==> src/rtl/uart_rx.sv <==
// uart_rx: 8N1 serial receiver with a one-entry output holding register.
//
// Ports
//   clk        in   sole clock, all state on the rising edge
//   reset      in   asynchronous, active-low reset
//   rx_pin     in   serial line (asynchronous to clk, idle high, LSB first)
//   data[7:0]  out  last accepted byte
//   valid      out  data holds a byte the consumer has not yet acknowledged
//   ack        in   consumer takes data when high together with valid
//   frame_err  out  one-cycle pulse when a stop bit is sampled low
//   overrun    out  sticky; a complete byte was dropped because valid was held
//   busy       out  receiver is anywhere other than IDLE
//
// Parameters
//   CLOCK_RATE  clk frequency in Hz
//   BAUD_RATE   serial bit rate; CLOCK_RATE/BAUD_RATE must be an integer >= 4
module uart_rx #(
  parameter int CLOCK_RATE = 1000,
  parameter int BAUD_RATE  = 125
) (
  input  logic       clk,
  input  logic       reset,
  input  logic       rx_pin,
  output logic [7:0] data,
  output logic       valid,
  input  logic       ack,
  output logic       frame_err,
  output logic       overrun,
  output logic       busy
);

  localparam int CLKS_PER_BIT = CLOCK_RATE / BAUD_RATE;
  localparam int HALF_BIT     = CLKS_PER_BIT / 2;
  localparam int CNT_W        = $clog2(CLKS_PER_BIT);

  localparam logic [CNT_W-1:0] BIT_LAST  = CNT_W'(CLKS_PER_BIT - 1);
  localparam logic [CNT_W-1:0] HALF_LAST = CNT_W'(HALF_BIT - 1);
  localparam logic [CNT_W-1:0] CNT_ZERO  = '0;
  localparam logic [CNT_W-1:0] CNT_ONE   = CNT_W'(1);

  // Bit timing relies on an exact whole number of clocks per bit and at
  // least a few clocks to place the mid-bit sample.
  if (((CLOCK_RATE % BAUD_RATE) != 0) || (CLKS_PER_BIT < 4)) begin : g_bad_rate
    $error("uart_rx: CLOCK_RATE/BAUD_RATE must be an integer >= 4");
  end

  typedef enum logic [2:0] {
    IDLE,
    START,
    DATA,
    STOP,
    WAIT_HIGH
  } state_t;

  state_t           state_q,     state_d;
  logic             sync1_q,     sync1_d;
  logic             sync2_q,     sync2_d;
  logic [CNT_W-1:0] cnt_q,       cnt_d;
  logic [2:0]       bit_idx_q,   bit_idx_d;
  logic [7:0]       shift_q,     shift_d;
  logic [7:0]       data_q,      data_d;
  logic             valid_q,     valid_d;
  logic             frame_err_q, frame_err_d;
  logic             overrun_q,   overrun_d;
  logic             deliver;
  logic             rx_s;

  assign rx_s = sync2_q;

  always_comb begin
    state_d     = state_q;
    sync1_d     = rx_pin;
    sync2_d     = sync1_q;
    cnt_d       = cnt_q;
    bit_idx_d   = bit_idx_q;
    shift_d     = shift_q;
    data_d      = data_q;
    valid_d     = valid_q;
    frame_err_d = 1'b0;
    overrun_d   = overrun_q;
    deliver     = 1'b0;

    case (state_q)
      IDLE: begin
        if (!rx_s) begin
          state_d = START;
          cnt_d   = CNT_ZERO;
        end
      end

      // Sample half a bit in; a line that is high again was only a glitch.
      START: begin
        if (cnt_q == HALF_LAST) begin
          cnt_d     = CNT_ZERO;
          bit_idx_d = 3'd0;
          state_d   = rx_s ? IDLE : DATA;
        end else begin
          cnt_d = cnt_q + CNT_ONE;
        end
      end

      // From mid-start, one full bit period lands in the middle of each bit.
      DATA: begin
        if (cnt_q == BIT_LAST) begin
          cnt_d     = CNT_ZERO;
          shift_d   = {rx_s, shift_q[7:1]};
          bit_idx_d = bit_idx_q + 3'd1;
          if (bit_idx_q == 3'd7) begin
            state_d = STOP;
          end
        end else begin
          cnt_d = cnt_q + CNT_ONE;
        end
      end

      STOP: begin
        if (cnt_q == BIT_LAST) begin
          cnt_d = CNT_ZERO;
          if (rx_s) begin
            deliver = 1'b1;
            state_d = IDLE;
          end else begin
            frame_err_d = 1'b1;
            state_d     = WAIT_HIGH;
          end
        end else begin
          cnt_d = cnt_q + CNT_ONE;
        end
      end

      // A low line after a bad stop bit is a break; wait it out before
      // looking for the next start bit.
      WAIT_HIGH: begin
        if (rx_s) begin
          state_d = IDLE;
        end
      end

      default: state_d = IDLE;
    endcase

    // Holding register: a same-cycle ack frees the slot for the new byte.
    if (deliver) begin
      if (!valid_q || ack) begin
        data_d  = shift_q;
        valid_d = 1'b1;
      end else begin
        overrun_d = 1'b1;
      end
    end else if (valid_q && ack) begin
      valid_d   = 1'b0;
      overrun_d = 1'b0;
    end
  end

  always_ff @(posedge clk or negedge reset) begin
    if (!reset) begin
      state_q     <= IDLE;
      sync1_q     <= 1'b1;
      sync2_q     <= 1'b1;
      cnt_q       <= '0;
      bit_idx_q   <= 3'd0;
      shift_q     <= 8'h00;
      data_q      <= 8'h00;
      valid_q     <= 1'b0;
      frame_err_q <= 1'b0;
      overrun_q   <= 1'b0;
    end else begin
      state_q     <= state_d;
      sync1_q     <= sync1_d;
      sync2_q     <= sync2_d;
      cnt_q       <= cnt_d;
      bit_idx_q   <= bit_idx_d;
      shift_q     <= shift_d;
      data_q      <= data_d;
      valid_q     <= valid_d;
      frame_err_q <= frame_err_d;
      overrun_q   <= overrun_d;
    end
  end

  assign data      = data_q;
  assign valid     = valid_q;
  assign frame_err = frame_err_q;
  assign overrun   = overrun_q;
  assign busy      = (state_q != IDLE);

endmodule

==> config.mk <==
export PLATFORM = sky130hd
export DESIGN_NAME = uart_rx
export DESIGN_NICKNAME = d
export VERILOG_FILES = /design/src/rtl/uart_rx.sv
export SDC_FILE = /design/constraint.sdc
export NUM_CORES = 1
export LEC_CHECK = 0
export ABC_AREA = 0
export BUFFER_PORTS_ARGS = -buffer_cell sky130_fd_sc_hd__buf_2
export CAP_MARGIN = 20
export CORE_AREA = 2 2 57 59
export CTS_CLUSTER_SIZE = 20
export DETAILED_ROUTE_END_ITERATION = 10
export DIE_AREA = 0 0 59 61
export PLACE_DENSITY_LB_ADDON = 0.05
export SLEW_MARGIN = 20
export SYNTH_ARGS = -nofsm -noshare
export SYNTH_HDL_FRONTEND = slang
export SYNTH_SLANG_ARGS = --single-unit
==> constraint.sdc <==
create_clock -name clk -period 3.25 [get_ports clk]
set_input_delay 0.1625 -clock clk [delete_from_list [all_inputs] [get_ports clk]]
set_output_delay 0.1625 -clock clk [all_outputs]
set_load 0.02 [all_outputs]
==> results of run 1 <==
-- layout make-up --
cell class / count / area [um^2] / share of cell area, %
repair buffers: 17 / 95.1 / 6.14
clock buffers: 6 / 51.3 / 3.31
clock inverters: 2 / 12.5 / 0.808
inverters: 4 / 15.0 / 0.970
flip-flops and latches: 30 / 753 / 48.7
well taps: 33 / 41.3 / 2.67
multi-input cells: 67 / 579 / 37.4
-- sequential cells by signal, summed over array words and instances, names as in the netlist, 3 cells and up --
name and count:
shift_q 8, bit_idx_q 3, cnt_q 3, state_q 3
data 8
-- logic make-up (layout without fill, tap and decap cells) --
group | Yosys count | count (layout) | synth area share, %
DFF | 30 | 30 | 53.5
and+or+nand+nor | 26 | 26 | 13.1
buffers and inverters | 11 | 29 | 5.42
muxes | 17 | 17 | 13.5
adders and majority gates | 5 | 5 | 4.44
xor gates and xnor gates | 1 | 1 | 0.622
AOI/OAI and AO/OA | 18 | 18 | 9.50
-- power by group --
group | leakage (uW) | switching, uW | internal [uW] | total [uW]
sequential | 0.000400 | 79.8 | 423 | 503
clock | 0.0000343 | 134 | 104 | 238
combinational | 0.000336 | 116 | 135 | 252
-- synthesized netlist by cell type, types with 2 or more instances --
cell type	count
buf_6	4
a21o_1	2
a21oi_1	5
inv_1	4
nor2_1	6
mux2_2	16
dfrtp_1	28
nand2_1	6
nor2b_1	2
ha_1	5
dfstp_2	2
a211oi_1	4
-- routing by layer --
metal,GRT usage [%],vias to the layer above,wire [um]
met5,0,-,0
met4,9.74,0,54
met3,4.48,6,66
met2,23.3,17,1020
met1,18.9,415,1110
li1,-,422,-
-- tightest hold or removal path, stage by stage --
cell and delay, ns:
buf_2 0.09, a21bo_2 0.11, nand2_1 0.04
-- what timing repair did --
action	4_1_cts	5_1_grt
endpoints found under the setup margin	0	0
hold buffers	2	0
buffers inserted	0	0
endpoints found under the hold margin	29	0
-- metrics by stage --
step	setup slack [ns]	total power, uW	util (%)	instances
after global placement	1.31	755	49.6	149
final	1.24	992	52.4	159
after detailed placement	1.25	765	49.6	149
after floorplan	1.65	731	-	108
after global routing	1.09	1070	52.4	159
after CTS	1.24	1010	52.4	159
-- final timing paths --
path | start | endpoint | slack, ns | cells past startpoint
worst max-delay path | cnt_q[0] | shift_q[6] | 1.24 | 4
worst max register to register | cnt_q[0] | shift_q[6] | 1.24 | 4
worst min-delay path | ack | overrun | 0.1 | 3
min in group asynchronous | reset | state_q[2] | 0.38 | 2
max in group asynchronous | reset | cnt_q[1] | 2.44 | 2
worst min register to register | sync1_q | rx_s | 0.36 | 0
==> results by group, run 1 <==
Global route
  – Overall routing resource usage: 15.3%
  – Global-route wire length before repair: 3930 um
  – Aggregate global routing overflow: 0
  – Maximum number of pins on one net before global-route repair: 31
  – Antenna violations before repair: 0
  – Number of global-route vias before repair: 850

Routing
  – Drt total wl: 2260 um
  – Per-cell routed wire length: 14.2 um
  – Detail-routed via count per cell: 5.41
  – 1st-pass router iterations: 4
  – Detailed-route via count: 860
  – Drt initial violations: 13
  – Total DRC errors in the routed layout: 0
  – Antenna violation net count after detailed routing: 0

Clocking
  – Latest clock arrival within the worst-skew pair: 0.33 ns
  – Clock tree from TritonCTS: yes
  – Clock-pin slew on the worst setup and hold paths: 0.10 ns
  – Root cell of the clock tree: clkbuf_4
  – Maximum level of the CTS H-tree: 2
  – Clk buf depth: 2
  – Clock net sink count: 30
  – Clock buffers created by TritonCTS: 5
  – Count of cells resized by post-cts repair: 0

Setup path
  – Arrival time worst endpoint: 2.22 ns
  – Worst setup path category: reg -> reg
  – Total buffers and inverters traversed by the critical path: 0
  – Largest fanout on the critical path: 12
  – Critical Path Sink Type: register
  – Maximum single-stage delay on the critical path: 0.65 ns
  – Crit path launch type: register
  – Critical-path cell list: ha_1, nand2_1, nor4b_4, mux2_2
  – Required time of the critical path: 3.46 ns
  – Largest delay share family, worst path: simple AND/OR/NAND/NOR gates
  – Cell with the largest stage delay on the worst path: nor4b_4

Synth
  – Total number of yosys warnings: 0
  – Proportion of synthesized flip-flops having asynchronous set or reset: 100%
  – Post-synth EDFFs: 0
  – Number of nets in the synthesized netlist: 117
  – Average footprint of a synthesized cell: 13.0 um^2
  – Gate Count Post-Synth: 108
  – Post-synthesis register bit count: 30
  – Proportion of synthesized chip area in sequential cells: 53.5%
  – Synth Cell Area: 1410 um^2
  – Synth cell types: 36
  – Library cell with the largest summed area after synthesis: dfrtp_1
  – Synth Flop Type: dfrtp_1
  – Leading cell types by total area after synthesis: dfrtp_1 (50%), mux2_2 (13%), ha_1 (4.4%), dfstp_2 (3.7%), buf_6 (3.2%)
  – Share of the synthesized area in the top cell type: 49.7%

Timing
  – Tightest slew margin relative to the limit: 50.5%
  – Final-layout worst hold slack: 0.0987 ns
  – Crit path time final: 2.01 ns
  – Final count of pins violating max slew: 0
  – RSZ-0062 raised after global routing: no
  – Setup tns final: 0 ns
  – Max Clock Skew: 0.0115 ns
  – Final Cycle Share: 61.7%
  – Peak clock frequency supported by timing: 499 MHz
  – Number of hold violations in the final report: 0
  – Transition time at the pin with the least slew margin: 0.740 ns
  – Final Setup Violations: 0

Cells and area
  – Count of filler cells inserted in the layout: 257
  – Layout net count: 134
  – Synthesis-to-finish area growth: 9.86%
  – Highest-count cells in the layout ignoring fill and taps: dfrtp_1 (28), mux2_2 (16), buf_2 (15), nor2_1 (6), nand2_1 (6)
  – Share of final-layout standard cells stronger than drive strength 1: 38.9%
  – Most frequent standard cell in the layout excluding fill and tap cells: dfrtp_1
  – Number of antenna repair diodes: 0
  – Post-route cell area: 1550 um^2

Worst hold path
  – Min-delay worst type: in -> reg

Flow run
  – Number of max-cap violations: 0

Pwr
  – Worst IR Drop VDD: 324 uV
  – Cell area power density: 641 nW/um^2
  – Static power due to leakage: 0.000771 uW

Place
  – Placed wire-length estimate after detailed placement: 1540 um
  – Quantity of I/O buffers inserted on ports: 15
  – Post-Place Cell Area: 1460 um^2
  – Routability cong.: 0.779

Floorplanning
  – Effective utilization at floorplan: 47.7%
  – Die extent in y: 61 um
  – Horizontal die dimension: 59 um
  – Placement row count: 20
  – Area enclosed by the die boundary: 3600 um^2
  – Area inside the core boundary: 2950 um^2
  – Num ports: 16

Run status
  – Outcome: finished clean
No activity file was read; power rests on OpenSTA's default activity.
==> inputs of run 2 (changes only) <==
==> constraint.sdc (replaced) <==
create_clock -name clk -period 1.9 [get_ports clk]
set_input_delay 0.095 -clock clk [delete_from_list [all_inputs] [get_ports clk]]
set_output_delay 0.095 -clock clk [all_outputs]
set_load 0.02 [all_outputs]
==> run 2 against run 1 <==
Against the previous run: register-to-register slack worse by 1.1 ns; clock power up 100%; clock skew down 0.0041 ns; critical path type unchanged; largest cell class unchanged; largest power group unchanged.
==> results by group, run 2 (synthesis results as in run 1) <==
Timing
  – Final worst setup slack: 0.131 ns (was 1.24 ns)
  – RSZ-0062 raised after global routing: no (unchanged)
  – Number of hold violations in the final report: 0 (unchanged)
  – Final Cycle Share: 93.1% (was 61.7%)
  – Peak clock frequency supported by timing: 565 MHz (was 499 MHz)
  – Transition time at the pin with the least slew margin: 0.648 ns (was 0.740 ns)
  – Final Setup Violations: 0 (unchanged)
  – Setup tns final: 0 ns (unchanged)
  – Max Clock Skew: 0.00742 ns (was 0.0115 ns)
  – Final count of pins violating max slew: 0 (unchanged)
  – Tightest slew margin relative to the limit: 56.8% (was 50.5%)
  – Crit path time final: 1.77 ns (was 2.01 ns)

Clocking
  – Maximum level of the CTS H-tree: 2 (unchanged)
  – Clk buf depth: 2 (unchanged)
  – Clock net sink count: 30 (unchanged)
  – Clock-pin slew on the worst setup and hold paths: 0.09 ns (was 0.10 ns)
  – Clock buffers created by TritonCTS: 5 (unchanged)
  – Clock tree from TritonCTS: yes (unchanged)
  – Latest clock arrival within the worst-skew pair: 0.32 ns (was 0.33 ns)
  – Root cell of the clock tree: clkbuf_4 (unchanged)

Cells and area
  – Share of final-layout standard cells stronger than drive strength 1: 41.2% (was 38.9%)
  – Footprint of the flip-flops and latches: 753 um^2 (unchanged)
  – Count of filler cells inserted in the layout: 266 (was 257)
  – Layout net count: 139 (was 134)
  – Most frequent standard cell in the layout excluding fill and tap cells: dfrtp_1 (unchanged)
  – Number of antenna repair diodes: 0 (unchanged)
  – Area of combinational cells with multiple inputs: 579 um^2 (unchanged)
  – Highest-count cells in the layout ignoring fill and taps: dfrtp_1 (28), mux2_2 (16), buf_2 (15), nor2_1 (6), nand2_1 (6) (unchanged)
  – Synthesis-to-finish area growth: 13.5% (was 9.86%)

Global route
  – Overall routing resource usage: 15.7% (was 15.3%)
  – Maximum number of pins on one net before global-route repair: 31 (unchanged)
  – Antenna violations before repair: 0 (unchanged)
  – Number of global-route vias before repair: 857 (was 850)
  – Global-route wire length before repair: 4000 um (was 3930 um)
  – Aggregate global routing overflow: 0 (unchanged)

Floorplanning
  – Effective utilization at floorplan: 47.7% (unchanged)
  – Horizontal die dimension: 59 um (unchanged)
  – Area enclosed by the die boundary: 3600 um^2 (unchanged)
  – Num ports: 16 (unchanged)
  – Area inside the core boundary: 2950 um^2 (unchanged)
  – Placement row count: 20 (unchanged)
  – Die extent in y: 61 um (unchanged)

Setup path
  – Required time of the critical path: 2.11 ns (was 3.46 ns)
  – Critical register-to-register path endpoint: data[6] (was shift_q[6])
  – Largest fanout on the critical path: 8 (was 12)
  – Worst setup path category: reg -> reg (unchanged)
  – Launching instance or port of the critical path: cnt_q[0] (unchanged)
  – Launching point of the worst reg2reg path: cnt_q[0] (unchanged)
  – Cell count of the worst reg-to-reg path: 5 (was 4)
  – FF-to-FF setup slack: 0.13 ns (was 1.24 ns)
  – Destination of the critical timing path: data[6] (was shift_q[6])
  – Crit path launch type: register (unchanged)
  – Arrival time worst endpoint: 1.97 ns (was 2.22 ns)
  – Critical Path Sink Type: register (unchanged)

Routing
  – Detailed-route via count: 874 (was 860)
  – Per-cell routed wire length: 14.0 um (was 14.2 um)
  – Antenna violation net count after detailed routing: 0 (unchanged)
  – Drt total wl: 2300 um (was 2260 um)
  – Drt initial violations: 13 (unchanged)
  – Detail-routed via count per cell: 5.33 (was 5.41)
  – Total DRC errors in the routed layout: 0 (unchanged)
  – 1st-pass router iterations: 4 (unchanged)

Flow run
  – Number of max-cap violations: 0 (unchanged)

Pwr
  – Static power due to leakage: 0.000807 uW (was 0.000771 uW)
  – Cell area power density: 1140 nW/um^2 (was 641 nW/um^2)
  – Worst IR Drop VDD: 572 uV (was 324 uV)

Worst hold path
  – Min-delay worst type: in -> reg (unchanged)

Place
  – Worst slack at placement: 0.136 ns (was 1.25 ns)
  – Routability cong.: 0.773 (was 0.779)
  – Quantity of I/O buffers inserted on ports: 15 (unchanged)
  – Placed wire-length estimate after detailed placement: 1560 um (was 1540 um)

Run status
  – Outcome: finished clean (unchanged)
-- run 2: final cells by class --
cell class                      instances  share of cell area, %
Clock inverter                          3                   2.50
Inverter                                4                  0.939
Timing Repair Buffer                   22                   8.29
Clock buffer                            5                   2.35
Sequential cell                        30                   47.1
Tap cell                               33                   2.58
Multi-Input combinational cell         67                   36.2
-- run 2: routing by layer --
layer / up-vias / track usage (%) / wire, um
li1: 431 / - / -
met1: 426 / 20.2 / 1160
met2: 15 / 22.7 / 1040
met3: 2 / 7.68 / 80
met4: 0 / 6.82 / 21
met5: - / 0 / 0
-- run 2: stage by stage --
stage          instances  hold WS, ns  utilization, %  power (uW)  instance area [um^2]
6_report             164       0.0461            54.2        1820                  1600
4_1_cts              164       0.0328            54.2        1840                  1600
3_5_place_dp         154        0.165            50.8        1340                  1500
3_3_place_gp         154        0.164            50.8        1340                  1500
2_1_floorplan        108       -0.201               -        1250                  1410
5_1_grt              164       0.0393            54.2        1960                  1600
-- run 2: report_power, final --
group / switching (uW) / internal (uW)
Combinational: 251 / 261
Sequential: 96.9 / 725
Clock: 213 / 272
Total: 561 / 1260
-- run 2: how the worst min path moves through the flow --
| stage | from | end | cells past startpoint |
|---|---|---|---|
| final | ack | overrun | 3 |
| after detailed placement | reset | cnt_q[2] | 1 |
| after floorplan | reset | bit_idx_q[0] | 0 |
| after CTS | ack | overrun | 3 |
| after global routing | ack | overrun | 3 |
| after global placement | reset | cnt_q[2] | 1 |
-- run 2: what timing repair did --
item | in CTS | in global routing
hold endpoints to repair | 29 | 0
resized for setup | 0 | 0
setup buffers | 0 | 0
hold buffers | 2 | 0
-- run 2: worst max-delay path, cell delays in order, from the launching register on --
cell	delay [ns]
dfrtp_1	0.39
ha_1	0.30
and3_4	0.26
and4b_1	0.18
buf_4	0.17
mux2_2	0.35
